<file path="config.mk">
export PLATFORM = sky130hd
export DESIGN_NAME = match_ctrl
export DESIGN_NICKNAME = d
export VERILOG_FILES = /design/src/rtl/match_ctrl.sv
export SDC_FILE = /design/constraint.sdc
export NUM_CORES = 1
export LEC_CHECK = 0
export CAP_MARGIN = 20
export CORE_ASPECT_RATIO = 0.8
export CORE_MARGIN = 4
export CORE_UTILIZATION = 46
export CTS_BUF_LIST = sky130_fd_sc_hd__clkbuf_4
export CTS_CLUSTER_DIAMETER = 80
export DETAILED_ROUTE_END_ITERATION = 10
export PLACE_DENSITY = 0.77
export SLEW_MARGIN = 25
export SYNTH_ARGS = -nofsm -noshare
export SYNTH_HDL_FRONTEND = slang
export SYNTH_SLANG_ARGS = --single-unit
</file>
<file path="constraint.sdc">
create_clock -name clk -period 1.5 [get_ports clk]
set_input_delay 0.225 -clock clk [delete_from_list [all_inputs] [get_ports clk]]
set_output_delay 0.225 -clock clk [all_outputs]
set_load 0.1 [all_outputs]
</file>
<file path="src/rtl/match_ctrl.sv">
// Game-flow sequencer for the volleyball datapath: gates the physics step enable,
// drives the physics reset and sequences serve, point, pause and match-over phases.
module match_ctrl #(
  parameter int WIN_SCORE    = 7,
  parameter int SERVE_FRAMES = 60,
  parameter int POINT_FRAMES = 90
) (
  input  logic       clk,
  input  logic       rst,
  input  logic       frame_tick,
  input  logic       start_btn,
  input  logic       pause_btn,
  input  logic       point_pulse,
  input  logic [3:0] p1_score,
  input  logic [3:0] p2_score,
  output logic       phys_step,
  output logic       phys_rst_n,
  output logic [2:0] state_o,
  output logic [7:0] countdown,
  output logic       serve_side,
  output logic [1:0] winner
);

  typedef enum logic [2:0] {
    IDLE  = 3'd0,
    INIT  = 3'd1,
    SERVE = 3'd2,
    PLAY  = 3'd3,
    POINT = 3'd4,
    PAUSE = 3'd5,
    OVER  = 3'd6
  } state_t;

  localparam logic [3:0] WIN_PTS  = 4'(WIN_SCORE);
  localparam logic [7:0] SERVE_CD = 8'(SERVE_FRAMES);
  localparam logic [7:0] POINT_CD = 8'(POINT_FRAMES);

  state_t     state, state_n;
  logic [7:0] cd_n;
  logic       side_n;
  logic [1:0] win_n;
  logic [3:0] p1_shadow, p2_shadow, p1_shadow_n, p2_shadow_n;
  logic       p1_scored;
  logic [3:0] scorer_pts;

  assign p1_scored  = (p1_score != p1_shadow);
  assign scorer_pts = p1_scored ? p1_score : p2_score;

  always_comb begin
    state_n     = state;
    cd_n        = countdown;
    side_n      = serve_side;
    win_n       = winner;
    p1_shadow_n = p1_shadow;
    p2_shadow_n = p2_shadow;
    // A start request restarts the match from anywhere except mid-INIT; the
    // match state is cleared on the way in so INIT already shows a fresh match.
    if (start_btn && state != INIT) begin
      state_n     = INIT;
      cd_n        = 8'd0;
      side_n      = 1'b0;
      win_n       = 2'b00;
      p1_shadow_n = 4'd0;
      p2_shadow_n = 4'd0;
    end else begin
      case (state)
        IDLE: cd_n = 8'd0;
        INIT: begin
          state_n = SERVE;
          cd_n    = SERVE_CD;
        end
        SERVE, POINT: begin
          if (frame_tick) begin
            if (countdown <= 8'd1) begin
              state_n = (state == SERVE) ? PLAY : SERVE;
              cd_n    = (state == SERVE) ? 8'd0 : SERVE_CD;
            end else begin
              cd_n = countdown - 8'd1;
            end
          end
        end
        PLAY: begin
          if (point_pulse) begin
            side_n      = ~p1_scored;
            p1_shadow_n = p1_score;
            p2_shadow_n = p2_score;
            if (scorer_pts >= WIN_PTS) begin
              state_n = OVER;
              cd_n    = 8'd0;
              win_n   = p1_scored ? 2'b01 : 2'b10;
            end else begin
              state_n = POINT;
              cd_n    = POINT_CD;
            end
          end else if (pause_btn) begin
            state_n = PAUSE;
          end
        end
        PAUSE: begin
          if (pause_btn) state_n = PLAY;
        end
        OVER: ;
        default: begin
          state_n = IDLE;
          cd_n    = 8'd0;
        end
      endcase
    end
  end

  always_ff @(posedge clk) begin
    if (rst) begin
      state      <= IDLE;
      countdown  <= 8'd0;
      serve_side <= 1'b0;
      winner     <= 2'b00;
      p1_shadow  <= 4'd0;
      p2_shadow  <= 4'd0;
      phys_rst_n <= 1'b0;
    end else begin
      state      <= state_n;
      countdown  <= cd_n;
      serve_side <= side_n;
      winner     <= win_n;
      p1_shadow  <= p1_shadow_n;
      p2_shadow  <= p2_shadow_n;
      phys_rst_n <= !(state_n == IDLE || state_n == INIT);
    end
  end

  assign phys_step = frame_tick && (state == PLAY);
  assign state_o   = state;

endmodule
</file>
==> results of run 1 <==
-- per-stage QoR --
stage | hold WS (ns) | cells | worst slack, ns
floorplan | 0.284 | 156 | -0.254
global placement | 0.482 | 257 | -0.393
detailed placement | 0.486 | 257 | -0.553
CTS | 0.469 | 269 | -0.138
-- cell families after synthesis --
kind of cell | Yosys count | share of synthesized area (%)
buffers and inverters | 14 | 5.30
muxes | 8 | 6.26
DFF | 19 | 29.3
AOI/OAI and AO/OA | 47 | 24.9
adders and majority gates | 2 | 1.93
and+or+nand+nor | 60 | 28.3
xor gates and xnor gates | 6 | 4.05
-- what timing repair did --
| item | 4_1_cts |
|---|---|
| endpoints found under the setup margin | 19 |
| gates resized for setup | 23 |
| buffers inserted | 8 |
| pin swaps | 16 |
| gates cloned | 0 |
==> results.md, run 1 <==
- The flow did not finish.
- The failing step is global routing (5_1_grt).
- The first error in the log reads "[ERROR DPL-0033] detailed placement checks failed during check placement".
- The number of sinks on the clock net is 19.
- The leading cell type by number of instances after synthesis is nor2_1.
- Buffers placed on the I/O ports in this run total 29.
- The number of flip-flops and latches in the synthesized netlist is 19.
- The cell type contributing the most total cell area after synthesis is dfxtp_1.
- The number of enable flip-flop cells after synthesis is 0.
- Pin placement for this block handled 30 I/O pins.
- Entering global routing, the biggest net connects 13 pins.
- In this run, CTS created clock tree buffers numbering 3.
- Yosys attributes the largest share of cell area to dfxtp_1, a21oi_1, nor2_1.
- The fraction of registers with async set/reset is 0%.
- The initial core utilization is 50.7%.
- The count of distinct cell types in the synthesized netlist is 54.
- When the global-route repair_timing finished, the worst setup path ended at phys_rst_n$_SDFF_PP0_/D.
- The synthesized netlist cell count is 156.
- The post-synthesis net count is 172.
- The die is 67.4 microns wide.
- After the last repair the worst path ends at a register input.
- The tree is rooted in a clkbuf_4.
- At the end of routability-driven placement, the weighted congestion stood at 0.889.
- The total cell area at the placement stage is 2120 sq um.
- The share of the Yosys chip area taken by registers is 29.3%.
- The die is 55.5 microns tall.
- A synthesized cell averages 8.33 sq um.
- The half-perimeter wire length after detailed placement is 3370 microns.
- In the synthesized netlist, the cells that appear most often are nor2_1, dfxtp_1, a21oi_1.
- The fraction of synthesized cell area taken by the top area cell type is 29.3%.
- The total number of H-tree levels is 1.
- The number of hold buffers added after CTS was 0.
- The most used flip-flop cell after synthesis is dfxtp_1.
- The cell area after synthesis is 1300 sq um.
- Yosys printed 0 warnings.
- The initial antenna violation count came to 0.
- The worst-case clock buffer depth is 2.
- The initialized floorplan defines 16 standard-cell rows.
==> inputs of run 2 (changes only) <==
==> config.mk (replaced) <==
export PLATFORM = sky130hd
export DESIGN_NAME = match_ctrl
export DESIGN_NICKNAME = d
export VERILOG_FILES = /design/src/rtl/match_ctrl.sv
export SDC_FILE = /design/constraint.sdc
export NUM_CORES = 1
export LEC_CHECK = 0
export CAP_MARGIN = 20
export CORE_MARGIN = 4
export CORE_UTILIZATION = 35
export DETAILED_ROUTE_END_ITERATION = 10
export PLACE_DENSITY_LB_ADDON = 0.15
export SLEW_MARGIN = 25
export SYNTH_ARGS = -nofsm -noshare
export SYNTH_HDL_FRONTEND = slang
export SYNTH_SLANG_ARGS = --single-unit
==> constraint.sdc (replaced) <==
create_clock -name clk -period 1.95 [get_ports clk]
set_input_delay 0.2925 -clock clk [delete_from_list [all_inputs] [get_ports clk]]
set_output_delay 0.2925 -clock clk [all_outputs]
set_load 0.1 [all_outputs]
==> run 2 against run 1 <==
Net effect:
- the run now ends clean
- area after synthesis unchanged
- synthesized cell count unchanged
==> results.md, run 2 <==
- In the final routed layout, each cell accounts on average for 14.1 microns.
- At the pin with the least slew margin, the transition time is 0.559 ns.
- The routability-driven placement congestion ratio was 0.799 (-10%).
- The core region is 3470 sq um.
- The half-perimeter wire length after detailed placement came to 2610 microns (-23%).
- Setup violations remaining at the end of the flow were counted as 0.
- Measured in cells, the most critical reg-to-reg path has a length of 7.
- The count of filler cells inserted in the layout is 353.
- The maximum clock rate is 0.559 GHz.
- By count the netlist is led by nor2_1, dfxtp_1, a21oi_1.
- For this run, the leading register cell type out of synthesis is dfxtp_1.
- The total cell area at the placement stage came to 1700 sq um (-20%).
- The relative slew slack is 62.7%.
- The register with the most flip-flops in the layout has 8 of them.
- The count of nets left with antenna violations after detail routing is 0.
- The path class of the tightest hold or removal check is reg2reg.
- The startpoint identified for the worst hold timing path is winner[0]$_SDFFE_PP0P_.
- The footprint of the flip-flops and latches is 395 sq um.
- The relative area change from synthesis to final layout is 35.3%.
- The number of buffers created by CTS is 3 (unchanged).
- The post-CTS repair timing setup buffer count is 0 (-8).
- The I/O pin count is 30 (unchanged).
- Data on the critical path arrives at its endpoint at 1.90 ns.
- The signal on the critical path passes through clkdlybuf4s50_1, xor2_1, nor4_4, mux2i_1, and2_1, a221oi_1.
- The total number of H-tree levels is 1 (unchanged).
- Summed over all layers, the global routing overflow is 0.
- The endpoint identified for the worst register-to-register timing path is phys_rst_n$_SDFF_PP0_.
- Setup repair after global routing left no endpoint under its margin.
- STA puts the critical path data required time at 2.07 ns.
- The post-detailed-route via-to-cell ratio is 5.43.
- The first TritonRoute pass finished after 4 iterations.
- The cell type contributing the most total cell area after synthesis is dfxtp_1.
- In the final design database the tool counted 210 nets.
- The number of enable flip-flop cells after synthesis is 0 (unchanged).
- The total via count in the routed design is 1,298.
- The fraction of synthesized cell area taken by the top area cell type is 29.3% (unchanged).
- The multi-input logic area is 866 sq um.
- The critical setup path kind is in2reg.
- The initial core utilization is 37.4% (-13 points).
- The number of flip-flops and latches in the synthesized netlist is 19 (unchanged).
- The number of cells on the worst hold path is 2.
- The floorplan step defined a die boundary enclosing 4750 sq um.
- The worst setup path is captured at a flip-flop.
- Of the cells placed in the final design, the portion with a size suffix greater than 1 is 30.6%.
- Leaving out fill and tap cells, the most frequent cell in the layout is buf_4.
- The overall die height was 68.9 microns (+24%).
- The die boundary width is 68.9 microns (+2.2%).
- The first routing iteration left 65 violations.
- The period utilization is 91.8%.
- The delay of the slowest cell on the worst path is 0.43 ns.
- The overall fraction of global-route tracks in use is 16.1%.
- The destination of the worst hold path is winner[0]$_SDFFE_PP0P_.
- Entering global routing, the biggest net connects 20 pins.
- The slowest stage of the critical path is the clkdlybuf4s50_1 cell.
- The fraction of registers with async set/reset came to 0% (unchanged).
- The sequential-to-total area share from yosys stat is 29.3% (unchanged).
- The synthesized area per cell was 8.33 sq um (unchanged).
- The flow ran to the end, and the final reports show no timing, DRC or antenna violations.
- The number of sinks on the clock net is 19 (unchanged).
- The worst-case setup slack after placement is -0.128 ns (+0.424 ns).
- Subtracting the final worst setup slack from the clock period gives 1.79 ns.
- The count of distinct cell types in the synthesized netlist is 54 (unchanged).
- The final worst setup slack is 0.160 ns.
- The clock root buffer is clkbuf_8.
- The count of final max-slew check failures was 0.
- Ranked by flip-flop count, first place goes to countdown.
- The register-to-register path setup slack is 0.20 ns.
- The total power after layout is 1.31 mW.
- After routing, the total negative slack on setup checks comes to 0 ns.
- The synthesized netlist cell count was 156 (unchanged).
- The via count of the first global-routing pass is 1,302.
- TritonCTS built the clock tree.
- In the routed design, unresolved DRC markers number 0.
- The leading cell type by number of instances after synthesis is nor2_1.
- The clock network latency to the later pin of the worst-skew pair is 0.26 ns.
- Across all hold checks on the routed design, the worst slack comes to 0.471 ns.
- For this design the static power due to leakage is 0.687 nW.
- The initial antenna violation count is 0.
- The number of hold violations in the final report is 0.
- The number of standard-cell rows in the floorplan is 21 (+5).
- The post-synthesis net count is 172 (unchanged).
- The number of warning messages in the yosys log came to 0 (unchanged).
- The count of inserted antenna diode cells is 0.
- The maximum resistive drop on vdd is 0.000258 V.
- The finished cells cover 1760 sq um.
- The number of max-cap violations is 0.
- In the post-synthesis netlist, the biggest area contributors are dfxtp_1, a21oi_1, nor2_1.
- The total power density per cell area is 746 nW/um^2.
- The worst-case clock buffer depth is 2 (unchanged).
- The worst setup skew after layout is 0.00208 ns.
- In this run the critical register-to-register path is launched from countdown[1]$_SDFFE_PP0P_.
- The cell area after synthesis is 1300 sq um (unchanged).
- Clock-pin slew was measured on the worst setup and hold paths at 0.07 ns.
- The top cell types in the final layout, fill and taps aside, are buf_4, nor2_1, a21oi_1.
- The first-pass GRT wire length is 5780 microns.
- The highest net fanout along the worst path is 4.
- STA classifies the critical path startpoint as an input pin.
- The number of port buffers is 29 (unchanged).
- After detailed routing, the total wire length is 3380 microns.
==> run 2: cell counts after synthesis <==
No cell type changed its count.
==> run 2: repair_timing <==
action,4_1_cts,5_1_grt
hold buffers,0,0
setup endpoints to repair,0,2
resized for setup,0,2
==> run 2: per-layer routing <==
layer	wire, microns	up-vias	track usage [%]
met2	1740	22	27.1
li1	-	640	-
met1	1500	631	20.5
met3	94	5	2.11
met4	44	0	6.81
met5	0	-	0
==> run 2: metrics by stage <==
stage / std cells / util, %
finish: 239 / 50.6
global placement: 235 / 49.1
global route: 239 / 50.6
detailed placement: 235 / 49.1
floorplan: 156 / -
CTS: 239 / 50.4
==> run 2: cell type report <==
type                    instances  share of cell area (%)
clock buffers                   4                    2.56
repair buffers                 39                    20.7
well taps                      46                    3.28
flip-flops and latches         19                    22.5
multi-input cells             123                    49.3
inverters                       8                    1.71
==> run 2: worst max-delay path, delay by kind of cell <==
family	cells	cell delay (ns)
mux	1	0.34
buf+inv	1	0.43
xor+xnor	1	0.18
simple gates	2	0.58
compound gates	1	0.08
==> run 2: worst max-delay path by stage <==
stage,from,end,depth (start not counted)
finish,p1_score[0],countdown[4]$_SDFFE_PP0P_,6
global route,p1_score[3],countdown[4]$_SDFFE_PP0P_,6
CTS,p1_score[0],countdown[4]$_SDFFE_PP0P_,6
detailed placement,p1_score[0],countdown[4]$_SDFFE_PP0P_,6
global placement,p1_score[0],countdown[4]$_SDFFE_PP0P_,6
floorplan,countdown[1]$_SDFFE_PP0P_,countdown[4]$_SDFFE_PP0P_,7
==> run 2: power by group <==
part	switching (mW)	internal [mW]	total, mW	leakage, nW
clock	0.139	0.146	0.285	0.0228
sequential	0.0483	0.413	0.461	0.159
combinational	0.354	0.211	0.564	0.505
total	0.541	0.769	1.31	0.687
==> run 2: logic make-up after synthesis <==
| group | count (synthesis) | share of synthesized area, % |
|---|---|---|
| adders and majority gates | 2 | 1.93 |
| AOI/OAI and AO/OA | 47 | 24.9 |
| DFF | 19 | 29.3 |
| buffers and inverters | 14 | 5.30 |
| muxes | 8 | 6.26 |
| xor gates and xnor gates | 6 | 4.05 |
| and+or+nand+nor | 60 | 28.3 |
Note: power is estimated with default switching activity, not from simulation.
==> patch 1 (settings of run 2) <==
Register the output `countdown` once more, without a reset; this adds one clock of latency there. The other outputs are not delayed to match.
--- a/src/rtl/match_ctrl.sv
+++ b/src/rtl/match_ctrl.sv
@@ -35,6 +35,8 @@
   localparam logic [7:0] SERVE_CD = 8'(SERVE_FRAMES);
   localparam logic [7:0] POINT_CD = 8'(POINT_FRAMES);
 
+  logic [7:0] countdown_s0;
+
   state_t     state, state_n;
   logic [7:0] cd_n;
   logic       side_n;
@@ -48,7 +50,7 @@
 
   always_comb begin
     state_n     = state;
-    cd_n        = countdown;
+    cd_n        = countdown_s0;
     side_n      = serve_side;
     win_n       = winner;
     p1_shadow_n = p1_shadow;
@@ -71,11 +73,11 @@
         end
         SERVE, POINT: begin
           if (frame_tick) begin
-            if (countdown <= 8'd1) begin
+            if (countdown_s0 <= 8'd1) begin
               state_n = (state == SERVE) ? PLAY : SERVE;
               cd_n    = (state == SERVE) ? 8'd0 : SERVE_CD;
             end else begin
-              cd_n = countdown - 8'd1;
+              cd_n = countdown_s0 - 8'd1;
             end
           end
         end
@@ -111,7 +113,7 @@
   always_ff @(posedge clk) begin
     if (rst) begin
       state      <= IDLE;
-      countdown  <= 8'd0;
+      countdown_s0 <= 8'd0;
       serve_side <= 1'b0;
       winner     <= 2'b00;
       p1_shadow  <= 4'd0;
@@ -119,7 +121,7 @@
       phys_rst_n <= 1'b0;
     end else begin
       state      <= state_n;
-      countdown  <= cd_n;
+      countdown_s0 <= cd_n;
       serve_side <= side_n;
       winner     <= win_n;
       p1_shadow  <= p1_shadow_n;
@@ -131,4 +133,8 @@
   assign phys_step = frame_tick && (state == PLAY);
   assign state_o   = state;
 
+  always_ff @(posedge clk) begin
+    countdown <= countdown_s0;
+  end
+
 endmodule
Behaviour: not the same (Yosys sat finds a counterexample within 4 cycles, from zero or initial values and one cycle with rst high).
==> patch 1 against run 2 <==
  * Maximum frequency down 5.9%
  * Routed wire length up 13%
  * Cell count up 14%
  * Area after synthesis up 8.2%
  * Worst setup slack worse by 110 ps
  * Total power up 1.7%
  * Critical path depth down 2
  * Non-clock buffer count up 15
  * Sequential cell count up 8
  * Clock skew about the same
  * Cell area up 14%
  * Largest cell class unchanged
==> patch 1: results (changes against run 2) <==
Outcome
  • Status: complete, no violations (unchanged)

Placed design
  • Post-DP HPWL: 2830 um (was 2610 um)
  • Placer congestion estimate: 0.847 (was 0.799)
  • Placed Instance Area: 0.00191 mm2 (was 0.00170 mm2)

Final layout
  • Proportion of layout cells with a drive suffix above 1: 0.299 (was 0.306)
  • Post-layout nets: 241 (was 210)

Detailed routing
  • Routed WL per cell: 14.0 um (was 14.1 um)
  • DR vias: 1443 (was 1298)
  • Initial DRC Count: 88 (was 65)

Clock tree
  • Worst-path clk slew: 100 ps (was 70 ps)
  • CTS sink cnt: 27 (was 19)

Synthesis
  • Synth top cells by count: 27 x dfxtp_1, 19 x a21oi_1, 16 x nand2_1, 16 x nor2_1, 13 x o21ai_0 (was 20 x nor2_1, 19 x dfxtp_1, 18 x a21oi_1)
  • Ranking of synthesized cells by area: dfxtp_1 38%, a21oi_1 6.8%, o21ai_0 4.6% (was dfxtp_1 29%, a21oi_1 6.9%, nor2_1 5.8%)
  • Cell variety after synth: 38 (was 54)
  • Seq/Total Area, Yosys: 0.385 (was 0.293)
  • Post-Syn Nets: 189 (was 172)

Global route
  • Global-route wire length before repair: 6310 um (was 5780 um)
  • Overall Global Routing Usage: 0.151 (was 0.161)
  • Pin count of the biggest net entering global routing: 21 (was 20)

STA
  • Hold WS: 463 ps (was 471 ps)
  • Rel. slew slack: 0.642 (was 0.627)

Worst setup path
  • Flop2flop setup slack: 50 ps (was 200 ps)
  • Critical-path top delay cell: or4_4 (was clkdlybuf4s50_1)

Power and ir drop
  • Maximum resistive drop on vdd: 0.303 mV (was 0.258 mV)
  • Leakage power figure: 0.797 nW (was 0.687 nW)
-- patch 1: kinds of logic after synthesis --
family                     after synthesis  synth area share
muxes                                    3            0.0214
adders and majority gates                2            0.0178
and+or+nand+nor                         64             0.241
AOI/OAI and AO/OA                       56             0.250
buffers and inverters                   13            0.0347
xor gates and xnor gates                 8            0.0499
DFF                                     27             0.385
-- patch 1: what timing repair did --
action,CTS,global route
cloned,0,0
gates resized for setup,1,15
endpoints found under the setup margin,1,10
hold endpoints to repair,0,0
pin swaps,0,4
setup buffers,0,0
-- patch 1: worst paths after layout --
path                                       from  cells after the start      endpoint
worst max-delay path            countdown_s0[5]                      4    state_o[0]
worst min-delay path            countdown_s0[7]                      0  countdown[7]
worst max register to register  countdown_s0[5]                      4    state_o[0]
worst min register to register  countdown_s0[7]                      0  countdown[7]
-- patch 1: where the power goes --
part,internal (mW),switching [mW],leakage (nW)
clock,0.146,0.183,0.0260
combinational,0.167,0.240,0.550
sequential,0.569,0.0267,0.221
total,0.883,0.450,0.797
-- patch 1: through the flow --
step / std cells / setup WS, ps
finish: 272 / 48.3
global route: 272 / -7.72
CTS: 272 / 0.416
detailed placement: 268 / -221
global placement: 268 / -70.2
floorplan: 173 / -20.7
-- patch 1: area by class of cell --
type                    count  area, um2  share of cell area
multi-input cells         133        857               0.428
flip-flops and latches     27        549               0.274
repair buffers             54        467               0.233
well taps                  48       60.1              0.0300
clock buffers               3       41.3              0.0206
inverters                   6       22.5              0.0112
clock inverters             1       6.26             0.00312
-- patch 1: layer usage --
metal	global-route usage	share of wire	vias to the layer above	wire length, um
met5	0	0	-	0
met4	0.0397	0.0097	0	37
met3	0.0266	0.055	6	209
met2	0.257	0.50	37	1920
met1	0.195	0.43	675	1640
li1	-	-	725	-
==> patch 2 (flow settings as in run 2) <==
Without the edit above. `POINT_FRAMES`: 90 -> 45.
--- a/src/rtl/match_ctrl.sv
+++ b/src/rtl/match_ctrl.sv
@@ -3,7 +3,7 @@
 module match_ctrl #(
   parameter int WIN_SCORE    = 7,
   parameter int SERVE_FRAMES = 60,
-  parameter int POINT_FRAMES = 90
+  parameter int POINT_FRAMES = 45
 ) (
   input  logic       clk,
   input  logic       rst,
Function: no difference found for any inputs over 10 cycles, from zero or initial values and one cycle with rst high; that may be too few to reach the edited logic, so the function may still have changed.
==> patch 2 against run 2 <==
  * Routed wire length grew 3.1%
  * Sequential cell count is the same
  * Cell area grew 0.93%
  * Area after synthesis shrank 4.9%
  * First-iteration DRC count shrank 17%
  * Total power shrank 12%
  * Worst setup slack lost 97 ps
  * Cell count grew 3.8%
  * Critical path type is now flip-flop to flip-flop
==> patch 2: results (changes against run 2) <==
Placed design
  • Post-DP HPWL: 2720 um (was 2610 um)
  • Placer congestion estimate: 0.812 (was 0.799)
  • Pre-CTS setup slack: -212 ps (was -128 ps)
  • DP Cell Count: 244 (was 235)
  • Placed Instance Area: 0.00173 mm2 (was 0.00170 mm2)

Final layout
  • Post-layout nets: 219 (was 210)
  • Largest reg by FF count: countdown (unchanged)
  • # diodes: 0 (unchanged)
  • Fillers: 357 (was 353)
  • Proportion of layout cells with a drive suffix above 1: 0.302 (was 0.306)
  • Final std cells w/o fill: 248 (was 239)

Global route
  • Vias in the first global route: 1308 (was 1302)
  • Met2 Use GR: 0.298 (was 0.271)
  • Pin count of the biggest net entering global routing: 19 (was 20)
  • Overall Global Routing Usage: 0.167 (was 0.161)
  • Met1 GRT Util: 0.201 (was 0.205)
  • GRT met3 Usage: 0.0300 (was 0.0211)
  • Global-route wire length before repair: 5830 um (was 5780 um)

Detailed routing
  • Routed WL: 3480 um (was 3380 um)
  • Initial DRC Count: 54 (was 65)
  • Vias per inst: 5.41 (was 5.43)

Clock tree
  • Worst-path clk slew: 120 ps (was 70 ps)
  • Root Driver: clkbuf_4 (was clkbuf_8)
  • Cts bufs inserted: 3 (unchanged)

Synthesis
  • Cell variety after synth: 47 (was 54)
  • Synth top cells by count: 20 x a21oi_1, 19 x dfxtp_1, 18 x nand2_1 (was 20 x nor2_1, 19 x dfxtp_1, 18 x a21oi_1)
  • Ranking of synthesized cells by area: dfxtp_1 31%, a21oi_1 8.1%, nand2_1 5.5% (was dfxtp_1 29%, a21oi_1 6.9%, nor2_1 5.8%)
  • Seq/Total Area, Yosys: 0.308 (was 0.293)

Worst setup path
  • Crit Path Max Fanout: 8 (was 4)
  • WP data arrival: 2100 ps (was 1900 ps)
  • Worst path max stage delay: 570 ps (was 430 ps)
  • Critical-path top delay cell: or4_4 (was clkdlybuf4s50_1)

Power and ir drop
  • Leakage power figure: 0.665 nW (was 0.687 nW)

Outcome
  • Status: complete, no violations (unchanged)

STA
  • Worst clock skew: 7.88 ps (was 2.08 ps)
  • Worst Tran Pin Value: 362 ps (was 559 ps)
patch 2: changes by cell type in the layout (fill, tap and decap cells not counted), moves of 3 or more:
cell,change
a31oi_1,+3
nor2_1,-8
inv_1,-4
dfxtp_4,+7
a221oi_1,-3
buf_4,+12
a311oi_1,+3
clkbuf_8,-3
mux2i_1,-3
nand2_1,+9
dfxtp_2,-7
clkbuf_4,+3
patch 2: timing repair:
action,4_1_cts,5_1_grt
resized for setup,0,3
hold buffers,0,0
setup endpoints to repair,0,4
patch 2: worst paths after layout:
| kind | cells after the start | to | startpoint | slack (ps) |
|---|---|---|---|---|
| worst max-delay path | 6 | phys_rst_n | countdown[3] | 60 |
| worst min-delay path | 2 | p1_shadow[3] | p1_shadow[3] | 480 |
| worst max register to register | 6 | phys_rst_n | countdown[3] | 60 |
| worst min register to register | 2 | p1_shadow[3] | p1_shadow[3] | 480 |
patch 2: worst min-delay path, stage by stage (launching register included):
cell and delay (ps):
dfxtp_1 340, nand2_1 60, a21oi_1 50
patch 2: per-layer routing:
metal  vias up  part of all wire
met3         6             0.040
met5         -                 0
met4         0             0.012
met2        37              0.51
li1        665                 -
met1       634              0.43
patch 2: final cells by class:
class                           instances  area (um2)  area share
Multi-Input combinational cell        125         828       0.467
Timing Repair Buffer                   50         433       0.244
Sequential cell                        19         413       0.233
Tap cell                               46        57.6      0.0325
Clock buffer                            4        26.3      0.0148
Inverter                                4        15.0     0.00847
patch 2: logic make-up after synthesis:
group / count (synthesis) / share of synthesized area
simple gates: 57 / 0.264
compound gates: 53 / 0.274
flops: 19 / 0.308
buf+inv: 12 / 0.0375
xor+xnor: 9 / 0.0638
mux: 4 / 0.0324
fa+ha+maj: 2 / 0.0203
patch 2: metrics by stage:
stage | setup TNS [ps] | total power [mW]
5_1_grt | -33.1 | 1.22
6_report | 0 | 1.15
4_1_cts | 0 | 1.16
2_1_floorplan | -33.1 | 0.776
3_5_place_dp | -797 | 0.946
3_3_place_gp | -367 | 0.942
patch 2: power breakdown:
part / switching [mW] / internal (mW)
clock: 0.133 / 0.0796
sequential: 0.0366 / 0.404
combinational: 0.308 / 0.193
